===== config.mk =====
export PLATFORM = sky130hd
export DESIGN_NAME = spi_reg_controller_flat
export DESIGN_NICKNAME = d
export VERILOG_FILES = /design/src/rtl/spi_reg_controller_pkg.sv /design/src/rtl/spi_reg_controller_if.sv /design/src/rtl/spi_frame_detect.sv /design/src/rtl/spi_reg_controller.sv /design/src/flat_wrapper.sv
export SDC_FILE = /design/constraint.sdc
export NUM_CORES = 1
export LEC_CHECK = 0
export CAP_MARGIN = 10
export CORE_MARGIN = 2
export CORE_UTILIZATION = 40
export CTS_BUF_LIST = sky130_fd_sc_hd__clkbuf_8
export CTS_CLUSTER_DIAMETER = 40
export CTS_CLUSTER_SIZE = 24
export DETAILED_ROUTE_END_ITERATION = 6
export GPL_ROUTABILITY_DRIVEN = 0
export PLACE_DENSITY = 0.69
export SETUP_SLACK_MARGIN = 0.02
export SLEW_MARGIN = 25
export SYNTH_ARGS = -nofsm -noshare
export SYNTH_HDL_FRONTEND = slang
export SYNTH_SLANG_ARGS = --single-unit

===== constraint.sdc =====
create_clock -name clk -period 2.1 [get_ports clk]
set_input_delay 0.21 -clock clk [delete_from_list [all_inputs] [get_ports clk]]
set_output_delay 0.21 -clock clk [all_outputs]
set_load 0.05 [all_outputs]

===== src/rtl/spi_reg_controller_pkg.sv =====
// Shared constants for the SPI command/register protocol: command byte layout,
// the status readback address and the default identification byte.
package spi_reg_controller_pkg;

    localparam int         RW_BIT          = 7;
    localparam int         ADDR_MSB        = 6;
    localparam logic [6:0] STATUS_ADDR     = 7'h7F;
    localparam logic [7:0] ID_BYTE_DEFAULT = 8'hA5;

    typedef enum logic {
        ST_IDLE = 1'b0,
        ST_DATA = 1'b1
    } parse_state_t;

    function automatic logic cmd_is_read(input logic [7:0] cmd);
        return cmd[RW_BIT];
    endfunction

    function automatic logic [6:0] cmd_addr(input logic [7:0] cmd);
        return cmd[ADDR_MSB:0];
    endfunction

endpackage


===== src/rtl/spi_reg_controller_if.sv =====
// Byte-level handshake between the SPI slave core and the register controller.
interface spi_reg_controller_if;

    logic       spi_cs;
    logic       spi_done;
    logic [7:0] spi_rx;
    logic [7:0] spi_tx;

    modport master (input spi_cs, input spi_done, input spi_rx, output spi_tx);
    modport slave  (output spi_cs, output spi_done, output spi_rx, input spi_tx);

endinterface


===== src/rtl/spi_frame_detect.sv =====
// Turns the slave's done/cs pair into single-cycle completed-byte and
// aborted-frame events.
module spi_frame_detect (
    input  logic clk,
    input  logic rst_n,
    input  logic spi_cs,
    input  logic spi_done,
    output logic byte_ok,
    output logic byte_abort
);

    logic done_d;

    always_ff @(posedge clk or negedge rst_n) begin
        if (!rst_n) begin
            done_d <= 1'b1;
        end else begin
            done_d <= spi_done;
        end
    end

    // cs already high when done rises means the slave forced done on an aborted frame
    assign byte_ok    = spi_done & ~done_d & ~spi_cs;
    assign byte_abort = spi_done & ~done_d &  spi_cs;

endmodule


===== src/rtl/spi_reg_controller.sv =====
// Command/register parser on top of the byte-wide SPI slave; owns the register
// file, the MISO byte preload and the inter-byte timeout.
//   state   | meaning
//   ST_IDLE | waiting for a command byte, MISO carries ID_BYTE
//   ST_DATA | shifting data bytes of the current word, bursting across words
module spi_reg_controller
    import spi_reg_controller_pkg::*;
#(
    parameter int         DW      = 16,
    parameter int         NREGS   = 4,
    parameter int         TIMEOUT = 50000,
    parameter logic [7:0] ID_BYTE = ID_BYTE_DEFAULT
) (
    input  logic                    clk,
    input  logic                    rst_n,
    spi_reg_controller_if.master    spi,
    input  logic [DW-1:0]           status,
    output logic [NREGS*DW-1:0]     regs_flat,
    output logic                    reg_we,
    output logic [6:0]              reg_addr,
    output logic                    err
);

    localparam int NBYTES = DW / 8;
    localparam int IW     = (NBYTES > 1) ? $clog2(NBYTES) : 1;
    localparam int AW     = (NREGS > 1) ? $clog2(NREGS) : 1;
    localparam int TW     = $clog2(TIMEOUT + 1);

    parse_state_t  state_q, state_d;
    logic          byte_ok, byte_abort;
    logic          rw_q;
    logic [6:0]    addr_q;
    logic [IW-1:0] idx_q;
    logic [DW-1:0] asm_q, snap_q;
    logic [DW-1:0] regs_q [NREGS];
    logic [7:0]    tx_q;
    logic [TW-1:0] tmr_q;
    logic          err_q, reg_we_q;
    logic [6:0]    reg_addr_q;

    logic          last_byte, timeout_hit, take_snap;
    logic [6:0]    snap_addr;
    logic [DW-1:0] snap_word, asm_word;

    spi_frame_detect u_frame_detect (
        .clk        (clk),
        .rst_n      (rst_n),
        .spi_cs     (spi.spi_cs),
        .spi_done   (spi.spi_done),
        .byte_ok    (byte_ok),
        .byte_abort (byte_abort)
    );

    function automatic logic in_range(input logic [6:0] a);
        return int'(a) < NREGS;
    endfunction

    always_ff @(posedge clk or negedge rst_n) begin
        if (!rst_n) begin
            state_q <= ST_IDLE;
        end else begin
            state_q <= state_d;
        end
    end

    always_comb begin
        state_d     = state_q;
        last_byte   = (idx_q == IW'(NBYTES - 1));
        timeout_hit = (state_q == ST_DATA) && (tmr_q == TW'(1)) && !byte_ok;
        asm_word    = DW'({asm_q, spi.spi_rx});
        snap_addr   = (state_q == ST_IDLE) ? cmd_addr(spi.spi_rx) : addr_q + 7'd1;
        take_snap   = byte_ok && ((state_q == ST_IDLE) ? cmd_is_read(spi.spi_rx)
                                                       : (rw_q && last_byte));
        snap_word   = '0;
        if (in_range(snap_addr)) begin
            snap_word = regs_q[snap_addr[AW-1:0]];
        end else if (snap_addr == STATUS_ADDR) begin
            snap_word = status;
        end

        if (byte_abort) begin
            state_d = ST_IDLE;
        end else begin
            case (state_q)
                ST_IDLE: if (byte_ok)     state_d = ST_DATA;
                ST_DATA: if (timeout_hit) state_d = ST_IDLE;
                default:                  state_d = ST_IDLE;
            endcase
        end
    end

    always_ff @(posedge clk or negedge rst_n) begin
        if (!rst_n) begin
            rw_q       <= 1'b0;
            addr_q     <= '0;
            idx_q      <= '0;
            asm_q      <= '0;
            snap_q     <= '0;
            tx_q       <= ID_BYTE;
            tmr_q      <= '0;
            err_q      <= 1'b0;
            reg_we_q   <= 1'b0;
            reg_addr_q <= '0;
            for (int i = 0; i < NREGS; i++) regs_q[i] <= '0;
        end else begin
            reg_we_q <= 1'b0;
            if (byte_abort) begin
                err_q <= 1'b1;
                tx_q  <= ID_BYTE;
            end else if (byte_ok) begin
                tmr_q <= TW'(TIMEOUT);
                if (state_q == ST_IDLE) begin
                    rw_q   <= cmd_is_read(spi.spi_rx);
                    addr_q <= cmd_addr(spi.spi_rx);
                    idx_q  <= '0;
                    if (!cmd_is_read(spi.spi_rx)) tx_q <= ID_BYTE;
                end else begin
                    if (!rw_q) begin
                        asm_q <= asm_word;
                        if (last_byte && in_range(addr_q)) begin
                            regs_q[addr_q[AW-1:0]] <= asm_word;
                            reg_we_q               <= 1'b1;
                            reg_addr_q             <= addr_q;
                        end
                    end else if (!last_byte) begin
                        tx_q   <= snap_q[DW-1 -: 8];
                        snap_q <= snap_q << 8;
                    end
                    if (last_byte) begin
                        addr_q <= addr_q + 7'd1;
                        idx_q  <= '0;
                    end else begin
                        idx_q <= idx_q + IW'(1);
                    end
                end
                // snap_q keeps only the bytes still to be shifted out
                if (take_snap) begin
                    tx_q   <= snap_word[DW-1 -: 8];
                    snap_q <= snap_word << 8;
                    if (snap_addr == STATUS_ADDR) err_q <= 1'b0;
                end
            end else if (state_q == ST_DATA) begin
                if (timeout_hit) begin
                    tx_q <= ID_BYTE;
                    if (idx_q != '0) err_q <= 1'b1;
                end else if (tmr_q != '0) begin
                    tmr_q <= tmr_q - TW'(1);
                end
            end
        end
    end

    for (genvar g = 0; g < NREGS; g++) begin : g_flat
        assign regs_flat[g*DW +: DW] = regs_q[g];
    end

    assign spi.spi_tx = tx_q;
    assign reg_we     = reg_we_q;
    assign reg_addr   = reg_addr_q;
    assign err        = err_q;

endmodule


===== src/flat_wrapper.sv =====
// flat-port wrapper written by rule: the top's interface ports become plain ports
module spi_reg_controller_flat import spi_reg_controller_pkg::*;
#(
    parameter int         DW      = 16,
    parameter int         NREGS   = 4,
    parameter int         TIMEOUT = 50000,
    parameter logic [7:0] ID_BYTE = ID_BYTE_DEFAULT
)
  (clk, rst_n, status, regs_flat, reg_we, reg_addr, err, spi_spi_cs, spi_spi_done, spi_spi_rx, spi_spi_tx);
  spi_reg_controller_if spi_i ();
  input  logic clk;
  input  logic rst_n;
  input  logic [DW-1:0] status;
  output logic [NREGS*DW-1:0] regs_flat;
  output logic reg_we;
  output logic [6:0] reg_addr;
  output logic err;
  input wire logic [$bits(spi_i.spi_cs)-1:0] spi_spi_cs;
  input wire logic [$bits(spi_i.spi_done)-1:0] spi_spi_done;
  input wire logic [$bits(spi_i.spi_rx)-1:0] spi_spi_rx;
  output wire logic [$bits(spi_i.spi_tx)-1:0] spi_spi_tx;
  assign spi_i.spi_cs = spi_spi_cs;
  assign spi_i.spi_done = spi_spi_done;
  assign spi_i.spi_rx = spi_spi_rx;
  assign spi_spi_tx = spi_i.spi_tx;
  spi_reg_controller #(.DW(DW), .NREGS(NREGS), .TIMEOUT(TIMEOUT), .ID_BYTE(ID_BYTE)) u_core (.clk(clk), .rst_n(rst_n), .spi(spi_i), .status(status), .regs_flat(regs_flat), .reg_we(reg_we), .reg_addr(reg_addr), .err(err));
endmodule

Yosys cells after proc, flatten, opt, wreduce, memory -nomap -nowiden

Cells that the tools add are included.

Register bits after elaboration: 132
Input port bits: 28
Output and inout port bits: 81

Add/sub/neg operators: 3
Order comparisons: 5
Eq/ne operators: 10
Muxes and demuxes: 47
Bitwise logic cells: 10
Reduce and logical (&&, ||, !) cells: 24

Operators with widths:

| operator                                                              | count |
|---|---|
| 16-bit 2-to-1 mux                                                     | 13 |
| 8-bit 2-to-1 mux                                                      | 9 |
| 64-bit bitwise mux                                                    | 1 |
| 16-bit binary-select mux with 2-bit select                            | 1 |
| 16-bit demux with 2-bit select                                        | 1 |
| 7-bit 2-to-1 mux                                                      | 3 |
| 5-bit AND reduction                                                   | 4 |
| 1-bit 2-to-1 mux                                                      | 18 |
| 16-bit by 1-bit == test with 1-bit output (second input constant)     | 1 |
| 16-bit nonzero test                                                   | 1 |
| 16-bit by 1-bit subtractor with 16-bit output (second input constant) | 1 |
| 7-bit by 3-bit < comparator with 1-bit output (second input constant) | 2 |
| 5-bit != test (second input constant)                                 | 2 |
| 3-bit nonzero test                                                    | 3 |
| 4-bit AND reduction                                                   | 2 |
| 2-bit nonzero test                                                    | 4 |
| 7-bit by 1-bit adder with 7-bit output (second input constant)        | 1 |
| 7-bit == test (second input constant)                                 | 1 |
| 3-bit greater-or-equal comparator (second input constant)             | 2 |
| 1-bit logical AND                                                     | 6 |
| 3-bit != test (second input constant)                                 | 2 |
| 2-bit inverter with 3-bit output                                      | 2 |
| 3-bit AND reduction                                                   | 2 |
| 1-bit inverter                                                        | 5 |
| 9 further kinds                                                       | 12 |

Longest topological paths before layout

Word-level depth: 10
Gate-level depth with buffers: 9
Depth with buffers taken out: 8

Modules after synthesis

Synthesis repeated with hierarchy kept, for this count alone.

Cells, all modules: 479
Area, all modules: 5,895.7 µm²

By module, submodules not included:

| module             | times used | cells each | area an instance (µm²) | sequential area each (µm²) |
|---|---|---|---|---|
| spi_reg_controller | 1          | 476        | 5,848.1                | 3,083.0 |
| spi_frame_detect   | 1          | 3          | 47.5                   | 26.3 |

Worst setup path after synthesis

Ideal clock, no wire load.

Kind: reg2reg
From: register u_core.addr_q[0]
To: register u_core.tx_q[7], in the netlist u_core.spi.spi_tx[7]
Arrival time: 2,193 ps
Required time: 2,023 ps
Setup slack: -170 ps
Stages on the path, launching flop included: 10
Path buffers: 2
Path through: dfrtp_1 -> ha_1 -> buf_4 -> nand3_1 -> xnor2_1 -> a221oi_1 -> o211a_1 -> buf_2 -> nand2_1 -> a31oi_1

Cells in the longest elaborated chain, start to end: 10

Ends and longest elaborated chain:

| element                                                                               | RTL line                  | text |
|---|---|---|
| start, declared                                                                       | spi_reg_controller.sv:32  | `logic [6:0] addr_q;` |
| start signal, assigned                                                                | spi_reg_controller.sv:114 | `addr_q <= cmd_addr(spi.spi_rx);` |
| start signal, assigned                                                                | spi_reg_controller.sv:130 | `addr_q <= addr_q + 7'd1;` |
| 7-bit by 1-bit adder with 7-bit output (*)                                            | spi_reg_controller.sv:71  | `snap_addr = (state_q == ST_IDLE) ? cmd_addr(spi.spi_rx) : addr_q + 7'd1;` |
| 7-bit 2-to-1 mux (*)                                                                  | spi_reg_controller.sv:71  |  |
| branches (longest 4 deep; another with 7-bit by 3-bit < comparator with 1-bit output) | --                        |  |
| 16-bit 2-to-1 mux (*)                                                                 | spi_reg_controller.sv:75  | `if (in_range(snap_addr)) begin` |
| 8-bit 2-to-1 mux (*)                                                                  | spi_reg_controller.sv:137 | `if (take_snap) begin` |
| 8-bit 2-to-1 mux (*)                                                                  | spi_reg_controller.sv:110 | `end else if (byte_ok) begin` |
| 8-bit 2-to-1 mux (*)                                                                  | spi_reg_controller.sv:107 | `if (byte_abort) begin` |
| end signal, assigned                                                                  | spi_reg_controller.sv:126 | `tx_q <= snap_q[DW-1 -: 8];` |
| end signal, assigned                                                                  | spi_reg_controller.sv:138 | `tx_q <= snap_word[DW-1 -: 8];` |
| end, declared                                                                         | spi_reg_controller.sv:36  | `logic [7:0] tx_q;` |

Mark *: on every way between the ends. The select of a mux whose other input is x is not followed.
A chain may end at the register's enable or synchronous reset.

Worst setup path in the final report

From: register u_core.addr_q[6]
To: register u_core.regs_q (netlist bit u_core.regs_flat[10])

Cells in the longest elaborated chain, start to end: 3

Ends and longest elaborated chain:

| element                                       | RTL line                  | text |
|---|---|---|
| 7-bit by 3-bit < comparator with 1-bit output | spi_reg_controller.sv:55  | `return int'(a) < NREGS;` |
| 1-bit logical AND                             | spi_reg_controller.sv:120 | `if (last_byte && in_range(addr_q)) begin` |
| 5-bit AND reduction (no source line)          | --                        |  |
| end signal, assigned by index                 | spi_reg_controller.sv:121 | `regs_q[addr_q[AW-1:0]] <= asm_word;` |
| end, declared                                 | spi_reg_controller.sv:35  | `logic [DW-1:0] regs_q [NREGS];` |

No other way between the ends.

==> run summary <==
Gate power share - 0.299
RSZ-0062 raised after global routing - yes
Top Ports - 109
Clock root cell - clkbuf_8
Width of the die - 129 um
Post-Route WL - 18200 um
Most frequent cells in the layout - dfrtp_1 (116), clkdlybuf4s50_1 (107), buf_4 (63)
WL per Instance - 20.8 um
Initial antenna violation count - 0
Tcrit/Tclk final - 1.03
Ant. Diodes - 0
Count of cell types in the netlist - 66
Net switching power figure - 2.41 mW
Most common cell after layout, fill and taps aside - dfrtp_1
FF-to-FF setup slack - -0.06 ns
CTS Buffer Depth - 2
Slew margin rel. - 0.443
Number of global-route vias before repair - 5050
TritonCTS buffer count - 17
Antenna-violating nets left - 0
Area Overhead vs Synth - 42.6%
HPWL Detailed - 12200 um
WHS - 0.286 ns
Core Area - 0.0152 mm^2
Peak VDD IR - 0.000423 V
Sw Share - 0.334
Global-route wire length before repair - 28100 um
Mapped Area - 0.00621 mm^2
Arrival @ worst endpoint - 2.49 ns
CTS sink count - 124
Critical Path RT - 2.43 ns
YS warnings - 0
Hold Path Class - primary input to async pin
Critical setup path kind - flip-flop to flip-flop
Fin Clk Skew - 0.0185 ns
Worst Setup Start Kind - flip-flop
Via count - 4875
Drt first pass iters - 5
Failing checks - setup timing
H-tree depth - 4
Min cycle time layout - 2.16 ns
Top cell type's share of synthesized area - 0.480
Max Cap Violations - 0
Biggest area consumer among synthesized cells - dfrtp_1
Leak Pwr - 3.97 nW
CP Max Fanout - 8
Syn avg cell area - 12.7 um^2
Fmax - 463 MHz
Clk slew on worst S/H paths - 0.09 ns
Synthesized net count - 522
Non-filler cells, final - 874
Row cnt - 45
TritonCTS clock tree - built
Sequential area share after synthesis - 0.501
Pwr/cell area - 817 mW/mm^2
Largest net degree at the start of global routing - 41
Status - finished, violations left
Inst Count DP - 824
Share of layout cells above drive strength 1 - 0.395
Mapped Cells - 487
Internal power - 4.81 mW
Final hold viol count - 0
Crit. End Element - flip-flop
GR Util All Layers - 0.225
Slew Limit Fails - 0
Input/output buffers - 108
Clock latency on the worst-skew pair - 0.46 ns
Clk pwr share - 0.301
Routed vias/inst - 5.58
FFs w/ async S/R, synth - 1.00
Nets - 708
Sequential power share - 0.400
Seq cells post-synth - 124
Worst slew pin tran - 0.830 ns
Post-synth EDFFs - 0
Setup slack after layout - -0.0604 ns
Die H - 129 um
Iter 0 DRT Violations - 275
Fin Setup TNS - -1.66 ns
Dominant synthesized flop cell - dfrtp_1
Place WS - -0.365 ns
Top post-synthesis cells by area - dfrtp_1 (48%), mux2_4 (9.7%), mux2_2 (6.0%), mux4_2 (5.8%), nand2_1 (3.4%)
GRT overflow - 0
Final setup violation count - 55
Initial Util - 0.408
Residual DRC - 0
Die area - 0.0165 mm^2
==> cells by family (layout without fill, tap and decap cells) <==
group / Yosys count / after routing / share of synthesized area
flops: 124 / 124 / 0.501
buf+inv: 31 / 226 / 0.0353
simple gates: 148 / 152 / 0.134
fa+ha+maj: 7 / 7 / 0.0141
mux: 93 / 93 / 0.222
compound gates: 72 / 72 / 0.0770
xor+xnor: 12 / 12 / 0.0169
==> path summary, 6_finish.rpt <==
check	cells after the start	to	start
max reg2reg	6	u_core.regs_flat[10]$_DFFE_PN0P_	u_core.addr_q[6]$_DFFE_PN0P_
max	6	u_core.regs_flat[10]$_DFFE_PN0P_	u_core.addr_q[6]$_DFFE_PN0P_
max in group asynchronous	3	u_core.regs_flat[48]$_DFFE_PN0P_	rst_n
min reg2reg	1	u_core.reg_addr[5]$_DFFE_PN0N_	u_core.reg_addr[5]$_DFFE_PN0N_
min in group clk	3	u_core.spi.spi_tx[2]$_DFFE_PN1P_	status[10]
min	2	u_core.tmr_q[10]$_DFFE_PN0P_	rst_n
==> power by group through the flow <==
stage / sequential (mW) / combinational [mW] / clock (mW)
6_report: 2.89 / 2.16 / 2.18
5_1_grt: 2.92 / 2.29 / 2.31
4_1_cts: 2.86 / 1.90 / 2.21
3_5_place_dp: 2.90 / 1.83 / 0
3_3_place_gp: 2.88 / 1.79 / 0
2_1_floorplan: 3.11 / 0.847 / 0
==> routing by layer <==
| metal | up-vias | wire [um] | global-route usage |
|---|---|---|---|
| met5 | - | 0 | 0 |
| met4 | 0 | 342 | 0.0735 |
| met3 | 28 | 975 | 0.0624 |
| met2 | 185 | 9080 | 0.364 |
| met1 | 2504 | 7750 | 0.295 |
| li1 | 2158 | - | - |
==> through the flow <==
| step | area [um^2] | utilization | power, mW |
|---|---|---|---|
| 3_3_place_gp | 7940 | 0.522 | 4.67 |
| 3_5_place_dp | 7940 | 0.522 | 4.72 |
| 5_1_grt | 8850 | 0.582 | 7.53 |
| 4_1_cts | 8510 | 0.560 | 6.97 |
| 2_1_floorplan | 6260 | - | 3.96 |
| 6_report | 8850 | 0.582 | 7.23 |
==> final cells by class <==
| cell class | instances | area, um^2 |
|---|---|---|
| fillers | 1190 | 6350 |
| multi-input cells | 336 | 3220 |
| flip-flops and latches | 124 | 3110 |
| repair buffers | 186 | 1810 |
| clock buffers | 18 | 248 |
| well taps | 188 | 235 |
| clock inverters | 14 | 155 |
| inverters | 7 | 52.6 |
| repair inverters | 1 | 16.3 |
==> registers in the layout, summed over array words and instances (netlist names) <==
register	cells
u_core.rw_q	1
u_core.snap_q	8
u_core.addr_q	7
u_core.state_q	1
u_core.asm_q	8
u_core.regs_flat	64
u_core.reg_we	1
u_core.err	1
u_core.spi.spi_tx	8
u_core.tmr_q	16
u_core.u_frame_detect.done_d	1
u_core.idx_q	1
u_core.reg_addr	7
==> Yosys cell counts (all sizes together) (3+ instances only) <==
master / count
nor2: 18
mux2i: 4
nand3: 10
o221a: 3
nor2b: 4
xnor2: 5
mux4: 16
o31ai: 3
ha: 7
mux2: 73
nand4: 3
nor3: 10
dfstp: 5
nand2b: 7
a22oi: 12
dfrtp: 119
a21oi: 14
nand2: 60
or4: 4
clkbuf: 8
xor2: 7
o21ai: 16
nor4: 5
a31oi: 8
buf: 16
and2: 9
inv: 7
or3: 5
==> timing repair <==
item | in CTS | in global routing
resized for setup | 17 | 53
pin swaps | 9 | 28
setup endpoints to repair | 83 | 91
buffers inserted | 3 | 8
hold endpoints to repair | 35 | 0
cloned | 5 | 1
hold buffers | 1 | 0
==> worst max-delay path, stage by stage (launching register included) <==
cell and delay [ns]:
dfrtp_1 0.38, or4_1 0.53, or4_4 0.45, buf_12 0.17, clkinv_16 0.08, nand2_8 0.11
mux2_4 0.33
Note: power is estimated with default switching activity, not from simulation.
